[src/rtl/iq_power_avg.sv]
// Mean power of signed I/Q samples over 2**LOG2_N samples, P = (1/N)*sum(I^2+Q^2).
// Single-shot or continuous block averaging; the result feeds the CORDIC square-root stage.
module iq_power_avg #(
  parameter int unsigned LOG2_N = 4
) (
  input  logic        aclk,
  input  logic        rst,
  input  logic        start,
  input  logic        continuous,
  input  logic        s_tvalid,
  input  logic [7:0]  s_tdata_i,
  input  logic [7:0]  s_tdata_q,
  output logic        m_tvalid,
  output logic [15:0] m_tdata,
  input  logic        m_tready,
  output logic        busy,
  output logic        overrun,
  input  logic        clr_overrun
);

  localparam int unsigned AccW = 16 + LOG2_N;
  localparam logic [LOG2_N-1:0] CntLast = '1;

  typedef enum logic {StIdle, StAcc} state_e;

  state_e state_q, state_d;

  logic [LOG2_N-1:0] cnt_q;
  logic              accept, last;

  logic              v0_q, last0_q, v1_q, last1_q, v2_q, last2_q;
  logic signed [7:0] si_q, sq_q;
  logic signed [15:0] si_sq, sq_sq;
  logic [15:0]       pi_q, pq_q, pw_q;
  logic [AccW-1:0]   acc_q, acc_sum;
  logic              res_load;

  assign accept = (state_q == StAcc) && s_tvalid;
  assign last   = (cnt_q == CntLast);

  always_comb begin
    state_d = state_q;
    unique case (state_q)
      StIdle: if (start || continuous) state_d = StAcc;
      StAcc:  if (accept && last && !continuous) state_d = StIdle;
      default: state_d = StIdle;
    endcase
  end

  always_ff @(posedge aclk or posedge rst) begin
    if (rst) begin
      state_q <= StIdle;
      cnt_q   <= '0;
    end else begin
      state_q <= state_d;
      if (accept) cnt_q <= cnt_q + 1'b1;
    end
  end

  // Input register, squares, then sum of squares: one stage each.
  assign si_sq = si_q * si_q;
  assign sq_sq = sq_q * sq_q;

  always_ff @(posedge aclk or posedge rst) begin
    if (rst) begin
      v0_q    <= 1'b0;
      last0_q <= 1'b0;
      si_q    <= '0;
      sq_q    <= '0;
      v1_q    <= 1'b0;
      last1_q <= 1'b0;
      pi_q    <= '0;
      pq_q    <= '0;
      v2_q    <= 1'b0;
      last2_q <= 1'b0;
      pw_q    <= '0;
    end else begin
      v0_q    <= accept;
      last0_q <= accept && last;
      if (accept) begin
        si_q <= s_tdata_i;
        sq_q <= s_tdata_q;
      end
      v1_q    <= v0_q;
      last1_q <= last0_q;
      pi_q    <= si_sq;
      pq_q    <= sq_sq;
      v2_q    <= v1_q;
      last2_q <= last1_q;
      pw_q    <= pi_q + pq_q;
    end
  end

  assign acc_sum  = acc_q + {{LOG2_N{1'b0}}, pw_q};
  assign res_load = v2_q && last2_q;

  // Clearing acc on the last sample lets the next block's first square add into zero.
  always_ff @(posedge aclk or posedge rst) begin
    if (rst) begin
      acc_q    <= '0;
      m_tvalid <= 1'b0;
      m_tdata  <= '0;
      overrun  <= 1'b0;
    end else begin
      if (v2_q) acc_q <= last2_q ? '0 : acc_sum;
      if (res_load) begin
        m_tdata  <= acc_sum[LOG2_N +: 16];
        m_tvalid <= 1'b1;
      end else if (m_tvalid && m_tready) begin
        m_tvalid <= 1'b0;
      end
      if (clr_overrun) overrun <= 1'b0;
      else if (res_load && m_tvalid && !m_tready) overrun <= 1'b1;
    end
  end

  assign busy = (state_q == StAcc) || v0_q || v1_q || v2_q;

endmodule

[config.mk]
export PLATFORM = sky130hd
export DESIGN_NAME = iq_power_avg
export DESIGN_NICKNAME = d
export VERILOG_FILES = /design/src/rtl/iq_power_avg.sv
export SDC_FILE = /design/constraint.sdc
export NUM_CORES = 1
export LEC_CHECK = 0
export BUFFER_PORTS_ARGS = -buffer_cell sky130_fd_sc_hd__buf_2
export CORE_ASPECT_RATIO = 0.9
export CORE_MARGIN = 2
export CORE_UTILIZATION = 65
export DETAILED_ROUTE_END_ITERATION = 12
export PLACE_DENSITY = 0.83
export SLEW_MARGIN = 20
export SYNTH_ARGS = -nofsm -noshare
export SYNTH_HDL_FRONTEND = slang
export SYNTH_SLANG_ARGS = --single-unit
[constraint.sdc]
create_clock -name aclk -period 8.9 [get_ports aclk]
set_clock_uncertainty 0.05 [all_clocks]
set_input_delay 1.78 -clock aclk [delete_from_list [all_inputs] [get_ports aclk]]
set_output_delay 1.78 -clock aclk [all_outputs]
set_load 0.01 [all_outputs]
Word-level counts from Yosys, hierarchy flattened

Cells that the tools add are included.
Widths: inputs -> output; s select.

Div/mod/pow operators: 0
Multiply operators: 2
Bitwise gates (word level): 1
Order comparisons: 0
$add $sub $neg: 3
Equality and inequality tests: 1
Shifts and indexed selects: 0
Reductions and logical operators: 15
Mux-type cells: 8

Operators by type and width:

| operator            | count |
|---|---|
| $mul 8x8->16        | 2 |
| $add 20x16->20      | 1 |
| $mux 20             | 1 |
| $add 16x16->16      | 1 |
| $logic_and 1x1->1   | 7 |
| $mux 1              | 6 |
| $add 4x1->4 const B | 1 |
| $eq 4x4->1 const B  | 1 |
| $logic_or 1x1->1    | 4 |
| $reduce_bool 2->1   | 2 |
| $logic_not 1->1     | 2 |
| $pmux 1 s2          | 1 |
| $not 1->1           | 1 |

Bits in read-only memories: 0
Bits in registers: 113
Bits in latches: 0
RAM bits: 0
Memories kept: 0
Bits of input ports: 23

Logic depth before layout (Yosys ltp)

Gate-level depths: netlist (run 1).

Depth after elaboration: 5
Mapped depth: 18
Depth with buffers taken out: 17

Least setup slack after synthesis (run 1)

Ideal clock, no wire load.

Path type: reg2reg
From: register si_q[6]
To: register pi_q[15]
Cell stages (with the launch flop): 18
Buffers on the path: 1
Path slack: 4393 ps
Required time: 8726 ps
Period minus slack after synthesis: 4507 ps
Arrival time: 4333 ps
Path through: dfrtp_1 -> clkbuf_1 -> inv_1 -> nor2_1 -> inv_1 -> fa_1 -> inv_1 -> fa_1 -> fa_1 -> inv_1 -> fa_1 -> inv_1 -> ha_1 -> or3_1 -> o22a_1 -> a211oi_1 -> a21oi_1 -> xnor2_1

Word-level cells in the longest chain between the ends: 1

Ends and longest elaborated chain:

| element                | RTL line | source |
|---|---|---|
| from (decl)            | 32       | `logic signed [7:0] si_q, sq_q;` |
| from (signal assigned) | 81       | `si_q <= s_tdata_i;` |
| $mul 8x8->16           | 61       | `assign si_sq = si_q * si_q;` |
| named net si_sq[15]    | 33       | `logic signed [15:0] si_sq, sq_sq;` |
| to (signal assigned)   | 86       | `pi_q <= si_sq;` |
| to (decl)              | 34       | `logic [15:0] pi_q, pq_q, pw_q;` |

The timed path passes the listed nets, and every way through them passes these cells.
A chain may end at the register's enable or synchronous reset.

Worst setup path in the final report (run 1)

Same ends and word-level chain as after synthesis.

==> run_results.csv, run 1 <==
group,metric,value,unit
pwr,p_leak,0.00493,µW
floorplanning,io_pins,42,
yosys,synth-warning-count,0,
critical_path,crit_arrival,5090,ps
yosys,syn_inst,964,
grt,antenna_found_initial,0,
critical_path,crit_path_start,"si_q[6]",
grt,grtUsageTotal,25.8,%
clock_tree,cts_made_buffers,9,
clock_tree,cts_setup_buffers,0,
timing,holdWs,294,ps
run_status,status,"complete, no violations",
pwr,power_per_cell_area,407,mW/mm²
layout,nets,1189,
floorplanning,die_area,0.0153,mm²
timing,fmax,206,MHz
yosys,netlist-cell-type-count,69,
floorplanning,die_w,130,µm
timing,rsz0062_at_grt,"no",
detailed_routing,via_count,6545,
yosys,synth_fp_nets,1162,
hold_path,hold_class,"reg -> reg",
yosys,synth-seq-cells,111,
detailed_routing,drc_errors,0,
layout,syn_to_final_growth,6.75,%
hold_path,hold_start,"last0_q",
clock_tree,cts_hold_buf,0,
layout,layout.cells.non_filler,1189,
grt,grt_pass1_vias,6780,
clock_tree,cts_root_buf,"clkbuf_16",
detailed_routing,routed_via_density,5.50,
place,hpwlAfterDp,13800,µm
critical_path,crit_top_cell,"inv_1",
timing,finalCritPeriodShare,54.6,%
timing,finalWorstPathRequiredPeriod,4860,ps
layout,layout-drive-gt1-share,8.63,%
detailed_routing,initialDrtViolationCount,383,
timing,relSlewSlack,36.3,%
clock_tree,ctsResizeCount,0,
clock_tree,clkTransAtPathRegs,80,ps
detailed_routing,drt_wl_total,17900,µm
detailed_routing,avgRoutedWirePerCell,15.0,µm
yosys,synthArstFlopShare,100,%
clock_tree,clock_latency,370,ps
grt,overflow,0,
timing,finalHoldViolCount,0,
critical_path,end_kind,"flop",
place,globalplace.congestion,0.895,
detailed_routing,first_pass_iters,4,
detailed_routing,ant_nets,0,
place,preCtsSetupSlack,4120,ps
timing,maxSlewViolCount,0,
yosys,ys.flop_type,"dfrtp_1",
grt,grt_max_degree,80,
critical_path,start_kind,"flop",
critical_path,critPathBufInv,5,
layout,final_core_util,70.9,%
place,dp.cells,1173,
place,numPortBuffers,41,
clock_tree,htreeDepth,3,
layout,n_antenna_cell,0,
timing,tightest_slew,955,ps
clock_tree,clk_path_buf_depth,2,
yosys,avgSynthCellArea,9.69,µm²
critical_path,worst_path_max_delay_cell,"fa_1",
timing,setup_viol_count_final,0,
pwr,irDropWorstVdd,0.268,mV
clock_tree,cts_tree,"yes",
yosys,yosysSeqAreaShare,29.7,%
job,maxCapViolCount,0,
critical_path,path_cells,"inv_1, nor2_1, inv_1, fa_1, inv_1, fa_1, fa_1, inv_1, fa_1, inv_1, ha_1, or3_1, o22a_1, a211oi_1, a21oi_1, xnor2_1",
yosys,synthesis.area,0.00934,mm²
floorplanning,initial_core_util,66.4,%
floorplanning,fp.coreArea,0.0141,mm²
grt,grt_pass1_wl,31400,µm
timing,worst_slack,4040,ps
critical_path,reg2reg_setup_slack,4040,ps
clock_tree,clock_sinks,111,
floorplanning,rows,41,
critical_path,cp_data_required_time,9130,ps
critical_path,critical-path-max-stage-delay,560,ps
floorplanning,die_h,118,µm
timing,finalSetupTns,0,ps
critical_path,r2r_start,"si_q[6]",
critical_path,crit_fanout,8,
critical_path,crit_family,"adder cells",
yosys,synth_edf_count,0,
critical_path,critPathKind,"reg -> reg",
synthesized netlist by cell type (4+ instances only):
cell / n / area (µm²)
a211oi_1: 7 / 52.6
a21o_1: 7 / 52.6
a21oi_1: 34 / 170
a31o_2: 6 / 52.6
a31oi_1: 5 / 31.3
and2_1: 29 / 181
and3_1: 5 / 31.3
clkbuf_1: 24 / 90.1
dfrtp_1: 111 / 2780
fa_1: 85 / 1700
ha_1: 90 / 1130
inv_1: 153 / 574
nand2_1: 103 / 387
nand2b_1: 11 / 68.8
nand3_1: 10 / 50.1
nor2_1: 45 / 169
nor2b_1: 15 / 93.8
nor3_1: 10 / 50.1
o211ai_1: 6 / 45.0
o21a_1: 7 / 52.6
o21ai_0: 42 / 210
o21ai_1: 8 / 40.0
o2bb2ai_1: 12 / 105
o311ai_0: 4 / 35.0
or2_2: 4 / 25.0
or3_1: 5 / 31.3
xnor2_1: 56 / 490
xor2_1: 12 / 105
power by group:
part,leakage (µW),internal (µW),switching (µW)
Combinational,0.00343,1210,1600
Sequential,0.00136,722,122
Clock,0.000142,198,202
registers in the layout, summed over array words and instances (netlist names), 4 cells and up:
register  count
acc_q        20
cnt_q         4
m_tdata      16
pi_q         15
pq_q         15
pw_q         16
si_q          8
sq_q          8
logic make-up after synthesis:
logic type	after synthesis	share of synthesized area, %
adders and majority gates	175	30.3
and+or+nand+nor	253	13.0
AOI/OAI and AO/OA	172	12.7
buffers and inverters	182	7.57
DFF	111	29.7
xor gates and xnor gates	68	6.38
muxes	3	0.348
path summary, 6_finish.rpt:
check | depth (start not counted) | end
worst max-delay path | 16 | pi_q[15]
worst min-delay path | 0 | last1_q
worst max register to register | 16 | pi_q[15]
worst min register to register | 0 | last1_q
max in group asynchronous | 3 | state_q
min in group asynchronous | 2 | pw_q[5]
routing by layer:
layer,GRT usage (%),vias up,share of wire [%],routed length [µm]
met1,33.7,3185,44,7820
met4,5.59,0,1.2,222
met5,0,-,0,0
li1,-,3202,-,-
met2,43.9,138,51,9060
met3,6.05,20,4.3,772
final cells by class:
cell class	instances	area (µm²)
fill	1081	4090
multi-input combinational	671	5850
timing repair buffer	43	220
sequential	111	2780
clock buffer	10	229
tap	193	241
clock inverter	6	62.6
inverter	155	584
through the flow:
stage | area (µm²) | total power (µW)
3_5_place_dp | 9680 | 3610
6_report | 9970 | 4060
5_1_grt | 9970 | 4490
4_1_cts | 9970 | 4060
2_1_floorplan | 9340 | 3040
3_3_place_gp | 9680 | 3480
placed cells by master, fill, tap and decap left out, drive strengths merged, types with 6 or more instances in the layout:
cell	count
inv	157
nand2	103
and2	30
nand2b	11
a21oi	34
fa	85
o211ai	6
xor2	12
o21a	7
o2bb2ai	12
o21ai	51
a21o	8
a31o	6
ha	90
a211oi	10
nand3	11
nor2b	15
clkbuf	10
nor2	45
dfrtp	111
buf	43
xnor2	56
nor3	12
No activity file was read; power rests on OpenSTA's default activity.
==> inputs of run 2 (changes only) <==
- CORE_UTILIZATION: 65 -> 63
- PLACE_DENSITY: 0.83 -> 0.8
- clock period: 8.9 -> 4.5 ns (I/O delays scaled with it)
==> run 2 against run 1 <==
  * Final cell count grew 2.6%
  * Count of clock-buffer cells in the layout is the same
  * Utilization shrank 0.95 points
  * Non-clock buffer count grew 26
  * Power grew 100%
  * Largest power group unchanged
==> run_results.csv, run 2 (synthesis gave the netlist of run 1 again) <==
group,metric,value,unit
run_status,status,"complete, no violations",
hold_path,holdPathStages,0,
detailed_routing,drt_wl_total,17900,µm
critical_path,cp_data_required_time,4710,ps
floorplanning,die_w,132,µm
place,hpwlAfterDp,13800,µm
floorplanning,initial_core_util,63.9,%
critical_path,critical-path-max-stage-delay,550,ps
detailed_routing,ant_nets,0,
place,place_area,0.00984,mm²
clock_tree,clock_latency,370,ps
place,preCtsSetupSlack,40.9,ps
timing,worst_slack,79.3,ps
detailed_routing,first_pass_iters,5,
critical_path,r2r_cells,14,
timing,tightest_slew,997,ps
detailed_routing,avgRoutedWirePerCell,14.7,µm
grt,overflow,0,
layout,syn_to_final_growth,9.46,%
detailed_routing,via_count,6623,
layout,top_regs,"acc_q x20, m_tdata x16, pw_q x16",
critical_path,start_kind,"flop",
place,globalplace.congestion,0.861,
hold_path,hold_path_end,"last2_q",
clock_tree,clock_sinks,111,
layout,regMostFlops,"acc_q",
grt,antenna_found_initial,0,
critical_path,crit_top_cell,"fa_1",
layout,stdcell_area,0.0102,mm²
timing,maxSlewViolCount,0,
critical_path,reg2reg_setup_slack,80,ps
critical_path,r2r_start,"si_q[5]",
timing,relSlewSlack,33.4,%
layout,layout_common_cells,"inv_1 (149), nand2_1 (103), dfrtp_1 (101)",
detailed_routing,routed_via_density,5.43,
critical_path,critPathKind,"reg -> reg",
floorplanning,rows,42,
timing,finalHoldViolCount,0,
layout,nets,1215,
critical_path,path_cells,"and2_1, ha_1, xnor2_1, fa_1, fa_1, inv_1, fa_1, inv_1, ha_1, or3_1, o22a_1, a211oi_2, buf_4, xnor2_1",
layout,layout_commonest_cell,"inv_1",
pwr,power_per_cell_area,800,mW/mm²
critical_path,end_kind,"flop",
grt,grt_max_degree,50,
place,numPortBuffers,41,
critical_path,crit_arrival,4630,ps
timing,setup_viol_count_final,0,
grt,grtUsageTotal,24.0,%
detailed_routing,initialDrtViolationCount,344,
layout,layout-drive-gt1-share,12.9,%
clock_tree,clkTransAtPathRegs,70,ps
floorplanning,fp.coreArea,0.0146,mm²
layout,n_antenna_cell,0,
hold_path,hold_class,"reg -> reg",
critical_path,critPathBufInv,3,
job,maxCapViolCount,0,
floorplanning,io_pins,42,
pwr,irDropWorstVdd,0.446,mV
layout,final_core_util,70.0,%
critical_path,worst_path_max_delay_cell,"fa_1",
critical_path,crit_fanout,6,
clock_tree,cts_root_buf,"clkbuf_16",
floorplanning,die_area,0.0158,mm²
clock_tree,cts_tree,"yes",
critical_path,crit_family,"adder cells",
clock_tree,clk_path_buf_depth,2,
timing,fmax,226,MHz
floorplanning,die_h,119,µm
timing,rsz0062_at_grt,"yes",
hold_path,hold_start,"last1_q",
pwr,p_leak,0.00505,µW
clock_tree,cts_made_buffers,9,
grt,grt_pass1_wl,30400,µm
grt,grt_pass1_vias,6566,
critical_path,worstReg2RegEnd,"pi_q[13]",
clock_tree,htreeDepth,3,
detailed_routing,drc_errors,0,
timing,finalCritPeriodShare,98.2,%
layout,largest_register_ffs,20,
clock_tree,cts_hold_buf,0,
timing,finalWorstPathRequiredPeriod,4420,ps
==> run 2: worst max path at each step <==
stage | start | endpoint | cells past startpoint
after floorplan | sq_q[7] | pq_q[15] | 15
after global placement | si_q[0] | pi_q[14] | 15
after detailed placement | si_q[4] | pi_q[14] | 15
after CTS | si_q[3] | pi_q[15] | 16
after global routing | si_q[5] | pi_q[13] | 14
final | si_q[5] | pi_q[13] | 14
==> run 2: layout make-up <==
cell class,instances,area [µm²]
fillers,1071,4390
well taps,198,248
repair buffers,69,419
inverters,155,584
flip-flops and latches,111,2790
clock inverters,6,63.8
clock buffers,10,229
multi-input cells,671,5890
==> run 2: per-layer routing <==
layer / vias up / track usage (%) / share of wire, % / wire length, µm
met5: - / 0 / 0 / 0
met4: 0 / 9.34 / 2.8 / 500
met3: 39 / 4.06 / 4.1 / 732
met2: 145 / 39.7 / 47 / 8410
met1: 3182 / 32.0 / 46 / 8250
li1: 3257 / - / - / -
==> run 2: stage by stage <==
stage	hold slack [ps]	TNS [ps]	std cells	power [µW]
floorplan	281	0	964	6030
global placement	282	0	1198	6980
detailed placement	286	0	1198	7190
CTS	309	0	1214	8080
global route	319	-87.7	1220	8970
finish	306	0	1220	8170
==> run 2: worst reg2reg max path, delay by kind of cell (launching register included) <==
| kind | cells | cell delay (ps) |
|---|---|---|
| adder cells (fa/ha/maj) | 5 | 2100 |
| AND/OR/NAND/NOR | 2 | 590 |
| AO/OA/AOI/OAI | 2 | 510 |
| flip-flops | 1 | 470 |
| XOR/XNOR | 2 | 360 |
| buffers and inverters | 3 | 250 |
==> run 2: power by group <==
part / switching (µW) / internal [µW] / total (µW)
registers: 226 / 1430 / 1660
logic: 3190 / 2530 / 5720
clock network: 407 / 392 / 799
total: 3830 / 4350 / 8170
==> run 2: what timing repair did <==
action	in CTS	in global routing
pin swaps	0	5
buffers inserted	0	6
resized for setup	2	26
endpoints found under the setup margin	1	10
==> inputs of run 3 (changes only) <==
- ABC_AREA: default -> 1
- CORE_UTILIZATION: 63 -> 64
- PLACE_DENSITY: 0.8 -> 0.81
==> run 3 against run 2 <==
  * Worst hold slack better by 9.3 ps
  * First-iteration DRC count up 26%
  * Register-to-register slack better by 140 ps
  * Worst setup slack better by 140 ps
  * Synthesized cell count up 25%
  * Flip-flop and latch count unchanged
  * Maximum frequency up 3.3%
  * Critical path depth up 3
  * Non-clock buffer count down 15
  * Critical path type unchanged
  * Utilization up 1.1 points
  * Synthesized area up 4.4%
  * Final cell count up 18%
==> run_results.csv, run 3 <==
group,metric,value,unit
layout,regMostFlops,"acc_q",
grt,overflow,0,
floorplanning,die_w,134,µm
clock_tree,clock_sinks,111,
yosys,synth-warning-count,0,
detailed_routing,met1_length,8150,µm
yosys,synth_common_cells,"nand2_1 (317), inv_1 (250), dfrtp_1 (111)",
critical_path,crit_fanout,8,
place,globalplace.congestion,0.937,
layout,stdcell_area,0.0105,mm²
yosys,netlist-cell-type-count,30,
critical_path,start_kind,"flop",
timing,relSlewSlack,33.2,%
hold_path,hold_class,"reg -> reg",
floorplanning,rows,42,
clock_tree,clk_path_buf_depth,2,
clock_tree,cts_tree,"yes",
clock_tree,cts_made_buffers,9,
detailed_routing,ant_nets,0,
place,preCtsSetupSlack,84.7,ps
layout,layout.cells.non_filler,1443,
floorplanning,initial_core_util,65.8,%
layout,largest_register_ffs,20,
place,hpwlAfterDp,15600,µm
yosys,synth_edf_count,0,
detailed_routing,via_count,7499,
yosys,yosys.area.top_type,"dfrtp_1",
place,dp.cells,1424,
layout,layout_common_cells,"nand2_1 (317), inv_1 (249), dfrtp_1 (105)",
place,numPortBuffers,41,
critical_path,end_kind,"flop",
detailed_routing,drc_errors,0,
job,maxCapViolCount,0,
detailed_routing,wl_met2,10000,µm
detailed_routing,routed_via_density,5.20,
layout,nets,1438,
timing,finalCritPeriodShare,95.1,%
timing,fmax,234,MHz
yosys,yosysMostFrequentCell,"nand2_1",
detailed_routing,drt_wl_total,19800,µm
clock_tree,cts_root_buf,"clkbuf_16",
detailed_routing,wl_met3,847,µm
yosys,ys.flop_type,"dfrtp_1",
detailed_routing,top_layer,"met4",
floorplanning,die_h,121,µm
layout,syn_to_final_growth,8.01,%
yosys,avgSynthCellArea,8.09,µm²
yosys,synth-seq-cells,111,
layout,layout_commonest_cell,"nand2_1",
layout,top_regs,"acc_q x20, m_tdata x16, pw_q x16",
layout,layout-drive-gt1-share,8.43,%
floorplanning,io_pins,42,
place,place_area,0.0102,mm²
timing,setup_viol_count_final,0,
detailed_routing,first_pass_iters,5,
clock_tree,clock_latency,360,ps
timing,finalHoldViolCount,0,
grt,antenna_found_initial,0,
yosys,synthArstFlopShare,100,%
clock_tree,htreeDepth,3,
yosys,yosysTopAreaCellShare,28.5,%
critical_path,crit_arrival,4520,ps
grt,grt_max_degree,59,
yosys,syn_inst,1204,
timing,finalWorstPathRequiredPeriod,4280,ps
yosys,yosysSeqAreaShare,28.5,%
grt,grt_pass1_vias,7669,
detailed_routing,initialDrtViolationCount,433,
clock_tree,cts_hold_buf,0,
layout,n_antenna_cell,0,
detailed_routing,avgRoutedWirePerCell,13.7,µm
timing,worst_slack,219,ps
floorplanning,fp.coreArea,0.0148,mm²
timing,finalSetupTns,0,ps
grt,grtUsageTotal,26.9,%
grt,grt_pass1_wl,34500,µm
floorplanning,die_area,0.0162,mm²
timing,maxSlewViolCount,0,
yosys,synthesis.area,0.00974,mm²
critical_path,cp_data_required_time,4740,ps
clock_tree,clkTransAtPathRegs,80,ps
yosys,synth_fp_nets,1402,
yosys,synth_area_leaders,"dfrtp_1 (29%), fa_1 (17%), nand2_1 (12%)",
critical_path,critPathKind,"reg -> reg",
run_status,status,"complete, no violations",
timing,tightest_slew,1000,ps
run 3: final cells by class:
cell class | count | area, µm²
tap | 198 | 248
sequential | 111 | 2790
multi-input combinational | 812 | 5920
inverter | 252 | 948
fill | 1215 | 4290
clock buffer | 9 | 225
timing repair buffer | 54 | 303
clock inverter | 7 | 98.8
run 3: worst max-delay path, cell delays in order (launching register included):
cell     delay, ps
dfrtp_1        460
buf_4          200
nand2_1         90
inv_1           70
ha_1           180
or2_2          310
fa_1           500
fa_1           540
inv_1           50
fa_1           480
inv_1           50
ha_1           340
a21oi_1        220
o21ai_0        150
nor2_1         200
nor2_1          70
nor2_1         110
xor2_1         150
run 3: through the flow:
step / util [%] / hold WS (ps)
floorplan: - / 281
global placement: 68.5 / 284
detailed placement: 68.5 / 297
CTS: 70.7 / 316
global route: 71.0 / 336
finish: 71.0 / 315
run 3: cells by family (layout without fill, tap and decap cells):
| logic type | count (synthesis) | in the layout | share of synthesized area [%] |
|---|---|---|---|
| AND/OR/NAND/NOR | 474 | 474 | 20.2 |
| flip-flops | 111 | 111 | 28.5 |
| AO/OA/AOI/OAI | 102 | 102 | 5.86 |
| adder cells (fa/ha/maj) | 175 | 175 | 29.0 |
| XOR/XNOR | 61 | 61 | 5.48 |
| buffers and inverters | 281 | 322 | 10.9 |
run 3: worst paths after layout:
path | start | cells after the start | slack, ps | end
max in group asynchronous | rst | 3 | 2910 | sq_q[3]
max | sq_q[2] | 17 | 220 | pq_q[12]
max reg2reg | sq_q[2] | 17 | 220 | pq_q[12]
min in group asynchronous | rst | 2 | 600 | m_tdata[0]
min | last1_q | 0 | 320 | last2_q
min reg2reg | last1_q | 0 | 320 | last2_q
run 3: what timing repair did:
item,CTS,global route
endpoints found under the setup margin,1,7
gates resized for setup,1,9
buffers inserted,0,3
run 3: per-layer routing:
metal / GRT usage (%) / vias to the layer above
met5: 0 / -
met4: 10.3 / 0
met3: 4.18 / 38
met2: 48.4 / 182
met1: 32.6 / 3564
li1: - / 3715
Power of run 3 is not shown: default switching activity piles up to over one toggle a cycle in this logic, so the estimate is an artifact.
